**src/rtl/pwm_pkg.sv**
```systemverilog
// Shared register map, CTRL bit positions and counter direction type for the
// multi-channel PWM block.
package pwm_pkg;

  localparam int unsigned OFF_CTRL    = 'h0;
  localparam int unsigned OFF_PERIOD  = 'h4;
  localparam int unsigned OFF_DUTY    = 'h8;
  localparam int unsigned CH_STRIDE   = 'hC;
  localparam int unsigned ADDR_STATUS = 'h60;
  localparam int unsigned ADDR_GCTRL  = 'h64;

  localparam int unsigned CTRL_EN     = 0;
  localparam int unsigned CTRL_CENTER = 1;
  localparam int unsigned CTRL_INV    = 2;
  localparam int unsigned CTRL_IE     = 3;
  localparam int unsigned CTRL_W      = 4;

  typedef enum logic {
    DIR_UP   = 1'b0,
    DIR_DOWN = 1'b1
  } dir_e;

endpackage

```
**src/rtl/pwm_chan.sv**
```systemverilog
// One PWM channel: edge/centre counter, shadowed PERIOD/DUTY, compare,
// polarity and period-end pulse.
module pwm_chan
  import pwm_pkg::*;
#(
  parameter int unsigned CNT_W = 16
) (
  input  logic             clk,
  input  logic             rst,
  input  logic             i_en,
  input  logic             i_center,
  input  logic             i_inv,
  input  logic             i_sync,
  input  logic             i_per_wr,
  input  logic             i_duty_wr,
  input  logic [CNT_W-1:0] i_wdata,
  output logic [CNT_W-1:0] o_per_buf,
  output logic [CNT_W-1:0] o_duty_buf,
  output logic             o_pwm,
  output logic             o_pend
);

  localparam logic [CNT_W-1:0] ONE = CNT_W'(1);

  logic [CNT_W-1:0] r_cnt;
  logic [CNT_W-1:0] r_per;
  logic [CNT_W-1:0] r_duty;
  logic [CNT_W-1:0] r_per_buf;
  logic [CNT_W-1:0] r_duty_buf;
  dir_e             r_dir;
  logic             r_pwm;

  logic [CNT_W-1:0] w_cnt_nxt;
  dir_e             w_dir_nxt;
  logic             w_pend;
  logic             w_active;

  always_comb begin
    w_active  = (r_per != '0) && (r_cnt < r_duty);
    w_pend    = 1'b0;
    w_cnt_nxt = r_cnt + ONE;
    w_dir_nxt = DIR_UP;
    if (r_per == '0) begin
      w_pend    = 1'b1;
      w_cnt_nxt = '0;
    end else if (!i_center) begin
      if (r_cnt >= r_per - ONE) begin
        w_pend    = 1'b1;
        w_cnt_nxt = '0;
      end
    end else if (r_dir == DIR_UP) begin
      // PERIOD=1 has an empty down leg, so its period end sits on cnt==0
      w_pend = (r_per == ONE) && (r_cnt == '0);
      if (r_cnt >= r_per) begin
        if (r_per == ONE) begin
          w_cnt_nxt = '0;
        end else begin
          w_cnt_nxt = r_per - ONE;
          w_dir_nxt = DIR_DOWN;
        end
      end
    end else begin
      if (r_cnt <= ONE) begin
        w_pend    = 1'b1;
        w_cnt_nxt = '0;
      end else begin
        w_cnt_nxt = r_cnt - ONE;
        w_dir_nxt = DIR_DOWN;
      end
    end
  end

  always_ff @(posedge clk) begin
    if (!rst) begin
      r_cnt      <= '0;
      r_per      <= '0;
      r_duty     <= '0;
      r_per_buf  <= '0;
      r_duty_buf <= '0;
      r_dir      <= DIR_UP;
      r_pwm      <= 1'b0;
    end else begin
      if (i_per_wr)  r_per_buf  <= i_wdata;
      if (i_duty_wr) r_duty_buf <= i_wdata;
      if (!i_en || w_pend) begin
        r_per  <= r_per_buf;
        r_duty <= r_duty_buf;
      end
      if (!i_en || i_sync) begin
        r_cnt <= '0;
        r_dir <= DIR_UP;
      end else begin
        r_cnt <= w_cnt_nxt;
        r_dir <= w_dir_nxt;
      end
      r_pwm <= i_en ? (w_active ^ i_inv) : i_inv;
    end
  end

  assign o_per_buf  = r_per_buf;
  assign o_duty_buf = r_duty_buf;
  assign o_pwm      = r_pwm;
  assign o_pend     = i_en & w_pend;

endmodule

```
**src/rtl/pwm_multi.sv**
```systemverilog
// Multi-channel PWM generator: register decode, readback, CTRL storage,
// STATUS flags / irq, and CHANNELS instances of pwm_chan.
module pwm_multi
  import pwm_pkg::*;
#(
  parameter int unsigned CHANNELS = 8,
  parameter int unsigned CNT_W    = 16,
  parameter int unsigned ADDR_W   = 7
) (
  input  logic                clk,
  input  logic                rst,
  input  logic                rd,
  input  logic                wr,
  input  logic [ADDR_W-1:0]   adrs,
  input  logic [31:0]         din,
  output logic [31:0]         dout,
  output logic [CHANNELS-1:0] pwmo,
  output logic                irq
);

  logic [CTRL_W-1:0]   r_ctrl [CHANNELS];
  logic [CHANNELS-1:0] r_flags;
  logic                r_irq;
  logic [31:0]         r_dout;

  logic [ADDR_W-1:0]   w_addr;
  logic [CHANNELS-1:0] w_ctrl_sel;
  logic [CHANNELS-1:0] w_per_sel;
  logic [CHANNELS-1:0] w_duty_sel;
  logic [CHANNELS-1:0] w_pend;
  logic [CHANNELS-1:0] w_set;
  logic [CHANNELS-1:0] w_clr;
  logic [CNT_W-1:0]    w_per_buf  [CHANNELS];
  logic [CNT_W-1:0]    w_duty_buf [CHANNELS];
  logic                w_status_sel;
  logic                w_sync;
  logic [31:0]         w_rdata;

  assign w_addr = adrs & ~ADDR_W'(3);

  always_comb begin
    w_ctrl_sel   = '0;
    w_per_sel    = '0;
    w_duty_sel   = '0;
    w_rdata      = '0;
    w_status_sel = (w_addr == ADDR_W'(ADDR_STATUS));
    for (int unsigned c = 0; c < CHANNELS; c++) begin
      if (w_addr == ADDR_W'(c * CH_STRIDE + OFF_CTRL)) begin
        w_ctrl_sel[c]         = 1'b1;
        w_rdata[CTRL_W-1:0]   = r_ctrl[c];
      end
      if (w_addr == ADDR_W'(c * CH_STRIDE + OFF_PERIOD)) begin
        w_per_sel[c]          = 1'b1;
        w_rdata[CNT_W-1:0]    = w_per_buf[c];
      end
      if (w_addr == ADDR_W'(c * CH_STRIDE + OFF_DUTY)) begin
        w_duty_sel[c]         = 1'b1;
        w_rdata[CNT_W-1:0]    = w_duty_buf[c];
      end
    end
    if (w_status_sel) w_rdata[CHANNELS-1:0] = r_flags;
  end

  assign w_sync = wr && (w_addr == ADDR_W'(ADDR_GCTRL)) && din[0];
  assign w_clr  = (wr && w_status_sel) ? din[CHANNELS-1:0] : '0;

  for (genvar g = 0; g < CHANNELS; g++) begin : g_chan
    pwm_chan #(
      .CNT_W (CNT_W)
    ) u_chan (
      .clk        (clk),
      .rst        (rst),
      .i_en       (r_ctrl[g][CTRL_EN]),
      .i_center   (r_ctrl[g][CTRL_CENTER]),
      .i_inv      (r_ctrl[g][CTRL_INV]),
      .i_sync     (w_sync),
      .i_per_wr   (wr && w_per_sel[g]),
      .i_duty_wr  (wr && w_duty_sel[g]),
      .i_wdata    (din[CNT_W-1:0]),
      .o_per_buf  (w_per_buf[g]),
      .o_duty_buf (w_duty_buf[g]),
      .o_pwm      (pwmo[g]),
      .o_pend     (w_pend[g])
    );
    assign w_set[g] = w_pend[g] & r_ctrl[g][CTRL_IE];
  end

  always_ff @(posedge clk) begin
    if (!rst) begin
      for (int unsigned c = 0; c < CHANNELS; c++) r_ctrl[c] <= '0;
      r_flags <= '0;
      r_irq   <= 1'b0;
      r_dout  <= '0;
    end else begin
      for (int unsigned c = 0; c < CHANNELS; c++) begin
        if (wr && w_ctrl_sel[c]) r_ctrl[c] <= din[CTRL_W-1:0];
      end
      // a new period end outranks a write-1-to-clear on the same edge
      r_flags <= (r_flags & ~w_clr) | w_set;
      r_irq   <= |r_flags;
      if (rd) r_dout <= w_rdata;
    end
  end

  assign dout = r_dout;
  assign irq  = r_irq;

endmodule
```
**config.mk**
```make
export PLATFORM = sky130hd
export DESIGN_NAME = pwm_multi
export DESIGN_NICKNAME = d
export VERILOG_FILES = /design/src/rtl/pwm_pkg.sv /design/src/rtl/pwm_chan.sv /design/src/rtl/pwm_multi.sv
export SDC_FILE = /design/constraint.sdc
export NUM_CORES = 2
export LEC_CHECK = 0
export BUFFER_PORTS_ARGS = -buffer_cell sky130_fd_sc_hd__buf_2
export CORE_MARGIN = 4
export CORE_UTILIZATION = 45
export DETAILED_ROUTE_END_ITERATION = 6
export PLACE_DENSITY = 0.69
export SETUP_SLACK_MARGIN = 0.3
export SYNTH_ARGS = -nofsm -noshare
export SYNTH_HDL_FRONTEND = slang
export SYNTH_SLANG_ARGS = --single-unit
```
**constraint.sdc**
```tcl
create_clock -name clk -period 4.55 [get_ports clk]
set_clock_uncertainty 0.2 [all_clocks]
set_input_delay 1.365 -clock clk [delete_from_list [all_inputs] [get_ports clk]]
set_output_delay 1.365 -clock clk [all_outputs]
set_load 0.02 [all_outputs]
```
# Word-level counts from Yosys, hierarchy flattened
# Memory sizes are Yosys's and may differ from the RTL's.
# Cells that the tools add are included.
word_totals:
  register_bits: 681
  ram_bits: 32
  in_bits: 43
  output_inout_bits: 41
  word_cells: 513
  memories: 1
op_classes:
  add_sub_neg: 24
  n_lt_le_gt_ge: 32
  n_eq_ne: 33
  mux: 211
  bitwise_logic: 44
  reduce_logical: 109
mem_list:
  columns: ["memory", "depth", "width", "read_ports", "rd_ports_with_merged_regs", "wr", "line_no", "rtl"]
  rows:
  - ["r_ctrl", 8, 4, 8, 0, 8, "pwm_multi.sv:21", "logic [CTRL_W-1:0] r_ctrl [CHANNELS];"]
op_table:
  columns: ["cell", "n"]
  rows:
  - ["$mux 16", 64]
  - ["$ge 16x16->1", 16]
  - ["$logic_not 16->1", 16]
  - ["$sub 16x1->16 const B", 16]
  - ["$mux 1", 129]
  - ["$add 16x1->16 const B", 8]
  - ["$eq 16x1->1 const B", 8]
  - ["$le 16x1->1 const B", 8]
  - ["$lt 16x16->1", 8]
  - ["$reduce_bool 16->1", 8]
  - ["$mux 4", 16]
  - ["$eq 5x5->1 const B", 10]
  - ["$logic_and 1x1->1", 43]
  - ["$eq 5x4->1 const B", 8]
  - ["$reduce_or 4->1", 8]
  - ["$reduce_or 3->1", 8]
  - ["$eq 5x3->1 const B", 4]
  - ["$and 1x1->1", 16]
  - ["$logic_or 1x1->1", 16]
  - ["$mux 8", 2]
  - ["$eq 5x2->1 const B", 2]
  - ["$not 1->1", 9]
  - ["$and 8x8->8", 1]
  - ["$logic_not 1->1", 8]
  - ["7 further kinds", 21]

# Depth between registers and ports, before layout
logic_depth:
  word_depth: 26
  ltp_mapped: 17
  mapped_depth_nobuf: 14

# Hierarchy
# Synthesis repeated with hierarchy kept, for this count alone.
hier_totals:
  hier_cells: 5530
  area_unflattened_um2: 47316.6
modules_own_cells:
  columns: ["mod", "n_inst", "cells_per_inst", "area_per_inst_um2", "seq_area_each_um2"]
  rows:
  - ["pwm_chan (g_chan[1].u_chan ...)", 5, 590, 5143.7, 1641.6]
  - ["pwm_multi", 1, 795, 5856.9, 1461.4]
  - ["pwm_chan (g_chan[2].u_chan)", 1, 594, 5322.6, 1641.6]
  - ["pwm_chan (g_chan[0].u_chan)", 1, 597, 5315.1, 1641.6]
  - ["pwm_chan (g_chan[7].u_chan)", 1, 594, 5103.6, 1641.6]

# Worst setup path after synthesis
# Ideal clock, no wire load.
synth_path:
  path_kind: "register -> register"
  from: "register g_chan[7].u_chan.r_per[0]"
  to: "register g_chan[7].u_chan.r_cnt[8]"
  setup_time_ns: 0.071
  arrival_ns: 4.082
  required_time_ns: 4.279
  slack_ns: 0.197
  path_stages_with_launch: 16
  path_buffers: 2
  period_less_slack_ns: 4.353
  path_cell_list: "dfxtp_1 inv_1 ha_1 or3b_2 or3_1 or3_1 xnor2_1 ha_1 a21o_1 a211o_1 a211oi_1 o2bb2a_1 buf_2 buf_2 o21ai_1 o2bb2ai_1"
synth_between:
  elab_chain_cells: 5
  word_cells_on_any_way: 11
  cone_classes: "add/sub (1); order compare (2); eq/ne (1); mux (5); reduce/logical (2)"
synth_rtl:
  columns: ["element", "line_no", "rtl"]
  rows:
  - ["start, declared", "pwm_chan.sv:26", "logic [CNT_W-1:0] r_per;"]
  - ["start signal, assigned", "pwm_chan.sv:86", "r_per <= r_per_buf;"]
  - ["branches (longest 5 deep; another with $sub 16x1->16)", null, null]
  - ["end signal, assigned", "pwm_chan.sv:93", "r_cnt <= w_cnt_nxt;"]
  - ["end, declared", "pwm_chan.sv:25", "logic [CNT_W-1:0] r_cnt;"]
# Parallel ways; which one is timed is not known.
# A chain may end at the register's enable or synchronous reset.

# Final worst setup path
layout_path:
  from: "register g_chan[7].u_chan.r_per[1]"
  to: "register g_chan[7].u_chan.r_per[0]"
layout_between:
  elab_chain_cells: 6
  word_cells_on_any_way: 10
  cone_classes: "add/sub (1); order compare (1); eq/ne (1); mux (4); reduce/logical (3)"
layout_rtl:
  columns: ["element", "line_no", "rtl"]
  rows:
  - ["$sub 16x1->16 / $eq 16x1->1 (equally long branches)", "pwm_chan.sv:47, pwm_chan.sv:53", null]
  - ["$ge 16x16->1 / $logic_and 1x1->1 (equally long branches)", "pwm_chan.sv:47, pwm_chan.sv:53", null]
  - ["$mux 1, on equally long branches", "pwm_chan.sv:47, pwm_chan.sv:51", null]
  - ["$mux 1", "pwm_chan.sv:46", "end else if (!i_center) begin"]
  - ["$mux 1 (*)", "pwm_chan.sv:43", "if (r_per == '0) begin"]
  - ["$logic_or 1x1->1 (*)", "pwm_chan.sv:85", "if (!i_en || w_pend) begin"]
# Mark *: on every way between the ends. The rest lies on a longest branch, timed or not.

==> out/metrics.cfg <==
[global_route]
grt_pass1_vias=38500
grt_pass1_wl_mm=222.6
grt_overflow=0
antenna_found_initial=13
grt_max_degree=99
grt_use_total_pct=25.89

[drt]
first_pass_iters=6
drt-total-wl_mm=143.5
viasPerCell=6.015
drc=0
drtIter0Drc=4665
ant_nets=0
wl_per_cell_um=20.71
vias=41690

[synthesis]
synth_most_common_cell=nand2_1
yosys_warnings=0
syn_area_per_cell_um2=7.982
synth.largest_area_cell=dfxtp_1
synth_common_cells=1040 x nand2_1, 681 x dfxtp_1, 424 x ha_1
synthTopCellsByArea=dfxtp_1 30%, ha_1 12%, nand2_1 8.6%, a21oi_1 4.1%, xnor2_1 3.7%
async_reset_ff_share_pct=0
yosys.area.top_type_share_pct=30.15
synthCells=5665
ys_types=103
synth-seq-cells=713
synth_edf_count=32
synth_ff_type=dfxtp_1
ys_seq_area_share_pct=32.28
netlist_area_um2=45220

[worst_setup_path]
crit_required_ps=4860
worstReg2RegEnd=g_chan[7].u_chan.r_per[0]
critPathLaunchType=flop
reg2reg_from=g_chan[7].u_chan.r_per[1]
reg2reg_slack_ps=430
worstPathArrival_ps=4430
startpoint=g_chan[7].u_chan.r_per[1]
crit_fanout=16
path_class=flop to flop
rr_worst_depth=16
cp-end-kind=flop

[sta]
fin_tns_setup_ps=0
setup_violations=0
hold_slack_ps=257.1
layout_min_cycle_time_ps=4121
slew_violations=0
rsz0062_at_grt=true
slew_headroom_pct=26.95
finalCritPeriodShare_pct=90.56
finalHoldViolCount=0
tightest_slew_ps=1092
fmax_mhz=242.7

[floorplanning]
fp-row-count=116
core_um2=99860
start_util_pct=45.28
die_w_um=325.0
io_pins=84
die_y_um=325.0
die-area_um2=105600

[finish]
drive_gt1_share_pct=8.603
stdcell_count=6932
areaGrowthSynthToFinish_pct=10.40
fill_cells=9408
nNetsFinal=6030

[min_path]
holdPathEnd=g_chan[4].u_chan.r_duty[1]
hold_class=flop to flop
hold_path_depth=2
hp-start=g_chan[4].u_chan.r_duty[1]

[power_and_ir_drop]
internal_power_mw=11.51
power_mw=16.03
power.leakage_nw=19.68
clkPwrFrac_pct=44.2
sequentialPowerShare_pct=41.6
p_sw_mw=4.522
p_per_area_nw_per_um2=321.2
p_sw_share_pct=28.20
ir_drop_mv=0.3436
p_comb_share_pct=14.2

[placement]
dp_hpwl_mm=103.7
io_buffers=49
place_congestion=1.025
placed_cells=6768

[cts]
cts.sinks=713
cts_buffers=81
cts.clk_slew.worst_paths_ps=60
clock_latency_ps=650
cts_tree=built
cts_buffer_depth=3
cts_root_buf=clkbuf_16
htreeDepth=3

[flow_run]
maxCapViolCount=0

[status]
outcome=complete, no violations

==> worst max-delay path, cell delays in order (launching register included) <==
cell,delay [ps]
dfxtp_1,350
inv_2,100
ha_2,190
or3b_4,390
or3_4,410
or3_4,380
xnor2_4,150
ha_1,310
a21o_1,170
a211o_1,320
a211oi_2,240
buf_4,200
o21ai_4,80
buf_12,150
buf_12,140
nand3_1,130
o31ai_2,100
==> routing by layer <==
layer,wire (um),track usage (%)
met1,63840,36.75
met2,61320,39.33
met3,12470,4.290
met4,5866,9.913
met5,41,0
==> repair_timing <==
action                                  4_1_cts  5_1_grt
gates resized for setup                      17       45
hold buffers                                  0        0
gates cloned                                  3        1
buffers inserted                              1        5
endpoints found under the setup margin      114      263
pin swaps                                     2        5
==> cells by family (layout without fill, tap and decap cells) <==
group / after synthesis / after routing / synth area share [%]
simple gates: 2125 / 2125 / 21.76
compound gates: 1266 / 1267 / 19.03
flops: 713 / 713 / 32.28
buf+inv: 707 / 652 / 6.489
fa+ha+maj: 424 / 424 / 11.73
xor+xnor: 295 / 295 / 5.714
mux: 134 / 134 / 2.986
other cells: 1 / 24 / 0.008293
==> power groups by stage <==
stage                     Clock [mW]  Sequential [mW]  Combinational, mW
after floorplan                    0             6.66               1.72
after global placement             0             6.79               2.16
after detailed placement           0             6.79               2.20
after CTS                       7.16             6.65               2.22
after global routing            7.43             6.68               2.51
final                           7.09             6.67               2.28
==> worst max path at each step <==
stage	to	cells past startpoint
CTS	g_chan[7].u_chan.r_per[0]	17
global route	g_chan[1].u_chan.r_per[1]	14
floorplan	g_chan[1].u_chan.r_cnt[10]	15
detailed placement	g_chan[2].u_chan.r_cnt[3]	9
finish	g_chan[7].u_chan.r_per[0]	16
global placement	g_chan[2].u_chan.r_cnt[3]	9
==> layout make-up <==
type	count	area (um^2)	share of cell area, %
well taps	1298	1624	3.253
repair buffers	179	1466	2.937
inverters	327	1235	2.474
diodes	8	20.02	0.04010
clock inverters	38	559.3	1.120
multi-input cells	4261	28100	56.29
flip-flops and latches	713	14590	29.23
clock buffers	108	2321	4.649
==> per-stage QoR <==
| stage | util, % | area, um^2 | setup slack [ps] |
|---|---|---|---|
| global placement | 46.62 | 46550 | 185.9 |
| global route | 49.97 | 49900 | 239.0 |
| floorplan | - | 45280 | 338.9 |
| detailed placement | 46.62 | 46550 | 145.3 |
| CTS | 49.67 | 49600 | 316.2 |
| finish | 49.99 | 49920 | 429.4 |
==> placed cells by master (no fill, tap or decap), drive strengths merged, types with 26 or more instances in the layout <==
| master | instances |
|---|---|
| a211o | 29 |
| a211oi | 29 |
| a21o | 91 |
| a21oi | 372 |
| a22oi | 34 |
| a31oi | 31 |
| and3 | 65 |
| buf | 177 |
| clkbuf | 108 |
| dfxtp | 681 |
| edfxtp | 32 |
| ha | 424 |
| inv | 328 |
| mux2i | 127 |
| nand2 | 1040 |
| nand2b | 35 |
| nand3 | 300 |
| nand4 | 69 |
| nor2 | 267 |
| nor3 | 119 |
| nor4 | 68 |
| o211ai | 26 |
| o21a | 31 |
| o21ai | 196 |
| o221ai | 89 |
| o22ai | 42 |
| o31ai | 138 |
| xnor2 | 190 |
| xor2 | 105 |
==> state kept, by name, indices dropped and copies added, names as in the netlist, 8 cells and up <==
register / flops
g_chan.u_chan.o_duty_buf: 128
g_chan.u_chan.r_cnt: 128
g_chan.u_chan.r_dir: 8
dout: 16
g_chan.u_chan.r_per: 128
g_chan.u_chan.o_per_buf: 128
g_chan.u_chan.r_duty: 128
g_chan.u_chan.o_pwm: 8
r_flags: 8
r_ctrl: 32
Power figures use the tool's default switching activity.
